$ cat src/rtl/stereo_pixel_packer_if.sv
// Pixel-in / packed-pair-out bundle between the two capture paths, the packer
// and the SAD accumulator.
interface stereo_pixel_packer_if #(
  parameter int N_BYTES = 8
) ();
  logic [7:0]           left_pix;
  logic                 left_valid;
  logic                 left_sof;
  logic [7:0]           right_pix;
  logic                 right_valid;
  logic                 right_sof;
  logic [N_BYTES*8-1:0] left_camera;
  logic [N_BYTES*8-1:0] right_camera;
  logic                 in_ready;
  logic                 frame_done;
  logic                 overflow;
  logic                 sof_err;

  modport master (
    output left_pix, left_valid, left_sof, right_pix, right_valid, right_sof,
    input  left_camera, right_camera, in_ready, frame_done, overflow, sof_err
  );

  modport slave (
    input  left_pix, left_valid, left_sof, right_pix, right_valid, right_sof,
    output left_camera, right_camera, in_ready, frame_done, overflow, sof_err
  );
endinterface

$ cat src/rtl/stereo_pixel_packer.sv
// Packs two byte streams into N_BYTES words, buffers each side in a small FIFO
// and issues aligned left/right pairs with a one-cycle strobe and frame marker.
module stereo_pixel_packer #(
  parameter int N_BYTES         = 8,
  parameter int FIFO_DEPTH      = 4,
  parameter int BEATS_PER_FRAME = 38400
) (
  input logic                  clk,
  input logic                  reset,
  stereo_pixel_packer_if.slave bus
);
  localparam int WORD_W = N_BYTES * 8;
  localparam int LW     = (N_BYTES > 1) ? $clog2(N_BYTES) : 1;
  localparam int AW     = (FIFO_DEPTH > 1) ? $clog2(FIFO_DEPTH) : 1;
  localparam int BW     = (BEATS_PER_FRAME > 1) ? $clog2(BEATS_PER_FRAME) : 1;

  logic [7:0]        pix_p0    [2];
  logic              vld_p0    [2];
  logic              sof_p0    [2];
  logic [LW-1:0]     lane      [2];
  logic [LW-1:0]     eff_lane  [2];
  logic [WORD_W-1:0] shreg     [2];
  logic [WORD_W-1:0] word_p0   [2];
  logic              push_p0   [2];
  logic              push_ok   [2];
  logic              full      [2];
  logic [WORD_W-1:0] mem       [2][FIFO_DEPTH];
  logic [AW-1:0]     wr_ptr    [2];
  logic [AW-1:0]     rd_ptr    [2];
  logic [AW:0]       count     [2];
  logic              pop_p0;
  logic [BW-1:0]     beat;

  logic [WORD_W-1:0] left_camera_p1;
  logic [WORD_W-1:0] right_camera_p1;
  logic              vld_p1;
  logic              frame_done_p1;
  logic              overflow_r;
  logic              sof_err_r;

  assign pix_p0[0] = bus.left_pix;
  assign vld_p0[0] = bus.left_valid;
  assign sof_p0[0] = bus.left_sof;
  assign pix_p0[1] = bus.right_pix;
  assign vld_p0[1] = bus.right_valid;
  assign sof_p0[1] = bus.right_sof;

  // A pair may issue only when both sides hold a complete word.
  assign pop_p0 = (count[0] != '0) && (count[1] != '0);

  // ---- stage p0: lane select, word assembly, FIFO push decision ----
  always_comb begin
    for (int s = 0; s < 2; s++) begin
      eff_lane[s] = sof_p0[s] ? '0 : lane[s];
      word_p0[s]  = shreg[s];
      word_p0[s][{eff_lane[s], 3'b000} +: 8] = pix_p0[s];
      push_p0[s]  = vld_p0[s] && (eff_lane[s] == LW'(N_BYTES - 1));
      full[s]     = (count[s] == (AW + 1)'(FIFO_DEPTH));
      // A simultaneous pop frees the slot, so a push into a full FIFO still lands.
      push_ok[s]  = push_p0[s] && (!full[s] || pop_p0);
    end
  end

  always_ff @(posedge clk) begin
    for (int s = 0; s < 2; s++) begin
      if (vld_p0[s])
        shreg[s] <= word_p0[s];
      if (push_ok[s])
        mem[s][wr_ptr[s]] <= word_p0[s];
    end
  end

  // ---- stage p1: registered pair outputs, beat counter, sticky flags ----
  always_ff @(posedge clk) begin
    if (!reset) begin
      for (int s = 0; s < 2; s++) begin
        lane[s]   <= '0;
        wr_ptr[s] <= '0;
        rd_ptr[s] <= '0;
        count[s]  <= '0;
      end
      beat            <= '0;
      vld_p1          <= 1'b0;
      frame_done_p1   <= 1'b0;
      left_camera_p1  <= '0;
      right_camera_p1 <= '0;
      overflow_r      <= 1'b0;
      sof_err_r       <= 1'b0;
    end else begin
      for (int s = 0; s < 2; s++) begin
        if (vld_p0[s])
          lane[s] <= push_p0[s] ? '0 : eff_lane[s] + LW'(1);
        if (vld_p0[s] && sof_p0[s] && (lane[s] != '0))
          sof_err_r <= 1'b1;
        if (push_p0[s] && !push_ok[s])
          overflow_r <= 1'b1;
        if (push_ok[s])
          wr_ptr[s] <= wr_ptr[s] + AW'(1);
        if (pop_p0)
          rd_ptr[s] <= rd_ptr[s] + AW'(1);
        case ({push_ok[s], pop_p0})
          2'b10:   count[s] <= count[s] + (AW + 1)'(1);
          2'b01:   count[s] <= count[s] - (AW + 1)'(1);
          default: count[s] <= count[s];
        endcase
      end

      vld_p1          <= pop_p0;
      left_camera_p1  <= pop_p0 ? mem[0][rd_ptr[0]] : '0;
      right_camera_p1 <= pop_p0 ? mem[1][rd_ptr[1]] : '0;
      frame_done_p1   <= pop_p0 && (beat == BW'(BEATS_PER_FRAME - 1));
      if (pop_p0)
        beat <= (beat == BW'(BEATS_PER_FRAME - 1)) ? '0 : beat + BW'(1);
    end
  end

  assign bus.left_camera  = left_camera_p1;
  assign bus.right_camera = right_camera_p1;
  assign bus.in_ready     = vld_p1;
  assign bus.frame_done   = frame_done_p1;
  assign bus.overflow     = overflow_r;
  assign bus.sof_err      = sof_err_r;
endmodule

$ cat src/flat_wrapper.sv
// flat-port wrapper written by rule: the top's interface ports become plain ports
module stereo_pixel_packer_flat 
#(
  parameter int N_BYTES         = 8,
  parameter int FIFO_DEPTH      = 4,
  parameter int BEATS_PER_FRAME = 38400
)
  (clk, reset, bus_left_pix, bus_left_valid, bus_left_sof, bus_right_pix, bus_right_valid, bus_right_sof, bus_left_camera, bus_right_camera, bus_in_ready, bus_frame_done, bus_overflow, bus_sof_err);
  stereo_pixel_packer_if #(.N_BYTES(N_BYTES)) bus_i ();
  input logic clk;
  input logic reset;
  input wire logic [$bits(bus_i.left_pix)-1:0] bus_left_pix;
  input wire logic [$bits(bus_i.left_valid)-1:0] bus_left_valid;
  input wire logic [$bits(bus_i.left_sof)-1:0] bus_left_sof;
  input wire logic [$bits(bus_i.right_pix)-1:0] bus_right_pix;
  input wire logic [$bits(bus_i.right_valid)-1:0] bus_right_valid;
  input wire logic [$bits(bus_i.right_sof)-1:0] bus_right_sof;
  output wire logic [$bits(bus_i.left_camera)-1:0] bus_left_camera;
  output wire logic [$bits(bus_i.right_camera)-1:0] bus_right_camera;
  output wire logic [$bits(bus_i.in_ready)-1:0] bus_in_ready;
  output wire logic [$bits(bus_i.frame_done)-1:0] bus_frame_done;
  output wire logic [$bits(bus_i.overflow)-1:0] bus_overflow;
  output wire logic [$bits(bus_i.sof_err)-1:0] bus_sof_err;
  assign bus_i.left_pix = bus_left_pix;
  assign bus_i.left_valid = bus_left_valid;
  assign bus_i.left_sof = bus_left_sof;
  assign bus_i.right_pix = bus_right_pix;
  assign bus_i.right_valid = bus_right_valid;
  assign bus_i.right_sof = bus_right_sof;
  assign bus_left_camera = bus_i.left_camera;
  assign bus_right_camera = bus_i.right_camera;
  assign bus_in_ready = bus_i.in_ready;
  assign bus_frame_done = bus_i.frame_done;
  assign bus_overflow = bus_i.overflow;
  assign bus_sof_err = bus_i.sof_err;
  stereo_pixel_packer #(.N_BYTES(N_BYTES), .FIFO_DEPTH(FIFO_DEPTH), .BEATS_PER_FRAME(BEATS_PER_FRAME)) u_core (.clk(clk), .reset(reset), .bus(bus_i));
endmodule
$ cat config.mk
export PLATFORM = sky130hd
export DESIGN_NAME = stereo_pixel_packer_flat
export DESIGN_NICKNAME = d
export VERILOG_FILES = /design/src/rtl/stereo_pixel_packer_if.sv /design/src/rtl/stereo_pixel_packer.sv /design/src/flat_wrapper.sv
export SDC_FILE = /design/constraint.sdc
export NUM_CORES = 1
export LEC_CHECK = 0
export CORE_ASPECT_RATIO = 1.4
export CORE_MARGIN = 5
export CORE_UTILIZATION = 54
export CTS_CLUSTER_SIZE = 28
export DETAILED_ROUTE_END_ITERATION = 12
export PLACE_DENSITY = 0.83
export SYNTH_ARGS = -nofsm -noshare
export SYNTH_HDL_FRONTEND = slang
export SYNTH_SLANG_ARGS = --single-unit
$ cat constraint.sdc
create_clock -name clk -period 4.3 [get_ports clk]
set_clock_uncertainty 0.15 [all_clocks]
set_input_delay 0.86 -clock clk [delete_from_list [all_inputs] [get_ports clk]]
set_output_delay 0.86 -clock clk [all_outputs]
set_load 0.005 [all_outputs]
==> out/results.ini <==
[sta]
hold_viol=0
finalCritPeriodShare_pct=81.6
setup_ws_ps=790
fin_tns_setup_ps=0
tightest_slew_ps=1180
rsz0062_at_grt=no
max_freq_ghz=0.285
max-slew-margin-rel_pct=20.7
setup-violations-final=0
finalMaxSlewViolations=0
finalCriticalPeriod_ps=3510

[cts]
cts_sinks=808
numCtsBuffers=74
clk_latency_ps=610
path_clk_slew_ps=60
cts_hold_buf=0
htreeDepth=3
cts_setup_buffers=0
postCtsResizedCells=0
cts_tree=yes
root_buffer=clkbuf_16
cts_buffer_depth=3

[yosys]
synth_area_mm2=0.0298
synth_top_area_share_pct=66.6
synth-seq-cells=808
ys_types=48
synth_nets=1599
yosysTopAreaCell=edfxtp_1
ys_warn_count=0
async_reset_ff_share_pct=0
yosysMostFrequentCell=edfxtp_1
synth_cells=1552
synth_edf_count=660
synth.area.top_cells=edfxtp_1 67%, dfxtp_1 10%, mux4_2 9.7%
seq_area_frac_synth_pct=76.6
ys.flop_type=edfxtp_1
synth_common_cells=660 x edfxtp_1, 160 x and2_1, 148 x dfxtp_1
synth_area_per_cell_um2=19.2

[final_layout]
stdcell_count=2529
finalNetCount=1794
filler_cell_count=3541
drive_gt1_share_pct=21.0
multi_input_area_mm2=0.00665
area_delta_synth_final_pct=16.9
area.sequential_mm2=0.0228

[placement]
placedCellCount=2392
gp_congestion=0.759
io_buffers=153
dp_slack_ps=350
dpl.hpwl_um=34700

[pwr]
switching_share_pct=24.2
seqPwrFrac_pct=47.3
p_leak_nw=11.6
p_clk_share_pct=34.0
power.switching_mw=4.79
ir_drop_mv=0.459
power_frac_comb_pct=18.7
internal_power_mw=15.0
cellPowerDensity_mw_per_mm2=569

[setup_path]
startpoint_type=input pin
worstSetupEndpointType=flip-flop
required_ps=4490
crit_arrival_ps=3700
cp-startpoint=bus_right_sof
r2r_slack_ps=1140
path_class=in -> reg
cp_max_fo=10
reg2reg_from=u_core.lane[0][3]

[route]
routed_wl_um=60800
ant_nets=0
drt_iter0_drc=1533
viasPerCell=5.80
drc=0
via_count=14700
drt_pass1_iterations=5
avgRoutedWirePerCell_um=24.1

[global_routing]
grt_busiest_layer=met2
grtUsageTotal_pct=20.4
grt.met1_usage_pct=25.4
antenna_found_initial=2
gr-total-overflow=0
met2_usage_pct=36.3
grt_max_degree=109
grtUsageMet3_pct=3.40
grt_pass1_wl_um=94000
grt_pass1_vias=15600

[floorplanning]
dieArea_mm2=0.0600
initial_utilization_pct=54.6
boundaryPins=154
die_w_um=208
rows=101
dieHeight_um=288
coreArea_mm2=0.0545

[hold_path]
holdCritStartpoint=u_core.beat[12]
min_path_type=reg -> reg

[status]
status=completed

[job]
maxCapViolCount=0

[worst max-delay path, cell delays in order]
cell	delay, ps
clkdlybuf4s50_1	520
nor2b_1	240
inv_1	90
ha_1	210
ha_1	300
nor4_1	510
and3_1	550
mux2_2	440
[worst paths after layout]
| path | depth (start not counted) | to |
|---|---|---|
| max | 8 | u_core.mem[0][274] |
| min | 2 | u_core.beat[12] |
| max reg2reg | 7 | u_core.mem[0][274] |
| min reg2reg | 2 | u_core.beat[12] |
[per-layer routing]
metal / wire (um) / vias to the layer above
met1: 22500 / 7493
met3: 4230 / 135
met2: 32100 / 656
met5: 12 / -
li1: - / 6389
met4: 2080 / 2
[cell usage in the layout, fill, tap and decap left out, types with 4 or more instances in the layout]
cell type        instances
nand2_1                 62
clkdlybuf4s50_1        151
nor4_1                   4
and2_1                 152
mux2_2                  96
dfxtp_1                148
nand3_1                 11
nand4_1                  4
clkinvlp_4               4
nand2b_1                16
nor2_1                  26
ha_1                    24
buf_12                  10
and3_1                  18
or3_1                    6
a21oi_1                  7
nor2b_1                  5
clkinv_2                11
and2_2                   8
nor3_1                   9
buf_4                   16
o21ai_0                 44
mux4_2                 128
xnor2_1                 10
edfxtp_1               660
inv_1                   20
clkbuf_8                 5
clkbuf_1                17
bufinv_16                7
clkbuf_16               79
clkinv_1                 4
[cell type report]
class                           count  share of cell area, %
Timing Repair Buffer              179                   5.29
Clock buffer                      101                   6.06
Sequential cell                   808                   65.5
Multi-Input combinational cell    662                   19.1
Clock inverter                     35                   1.21
Antenna cell                        1                0.00719
Inverter                           22                  0.237
Tap cell                          721                   2.59
[state kept, by name, summed over array words and instances (netlist names)]
| signal | cells |
|---|---|
| u_core.shreg | 128 |
| u_core.bus.in_ready | 1 |
| u_core.lane | 6 |
| u_core.bus.right_camera | 64 |
| u_core.beat | 16 |
| u_core.mem | 512 |
| u_core.rd_ptr | 4 |
| u_core.bus.left_camera | 64 |
| u_core.bus.sof_err | 1 |
| u_core.bus.overflow | 1 |
| u_core.wr_ptr | 4 |
| u_core.count | 6 |
| u_core.bus.frame_done | 1 |
[power groups by stage]
stage	Clock (mW)	Combinational [mW]	Sequential (mW)
floorplan	0	2.13	9.50
global placement	0	3.70	9.50
detailed placement	0	3.76	9.52
CTS	6.84	3.80	9.37
global route	7.20	4.02	9.41
finish	6.73	3.71	9.36
[metrics by stage]
stage	util, %	area, um^2	power [mW]	hold WS, ps
after detailed placement	59.2	32300	13.3	319
after CTS	63.9	34800	20.0	346
final	63.9	34800	19.8	343
after floorplan	-	29800	11.6	297
after global placement	59.2	32300	13.2	316
after global routing	63.9	34800	20.6	376
[cells by family (layout without fill, tap and decap cells)]
| family | Yosys count | in the layout | share of synthesized area, % |
|---|---|---|---|
| compound gates | 68 | 68 | 1.29 |
| xor+xnor | 12 | 12 | 0.353 |
| fa+ha+maj | 25 | 25 | 1.08 |
| buf+inv | 82 | 337 | 1.14 |
| flops | 808 | 808 | 76.6 |
| mux | 225 | 225 | 13.4 |
| other cells | 0 | 1 | 0 |
| simple gates | 332 | 332 | 6.22 |
(Power assumes the default switching activity.)
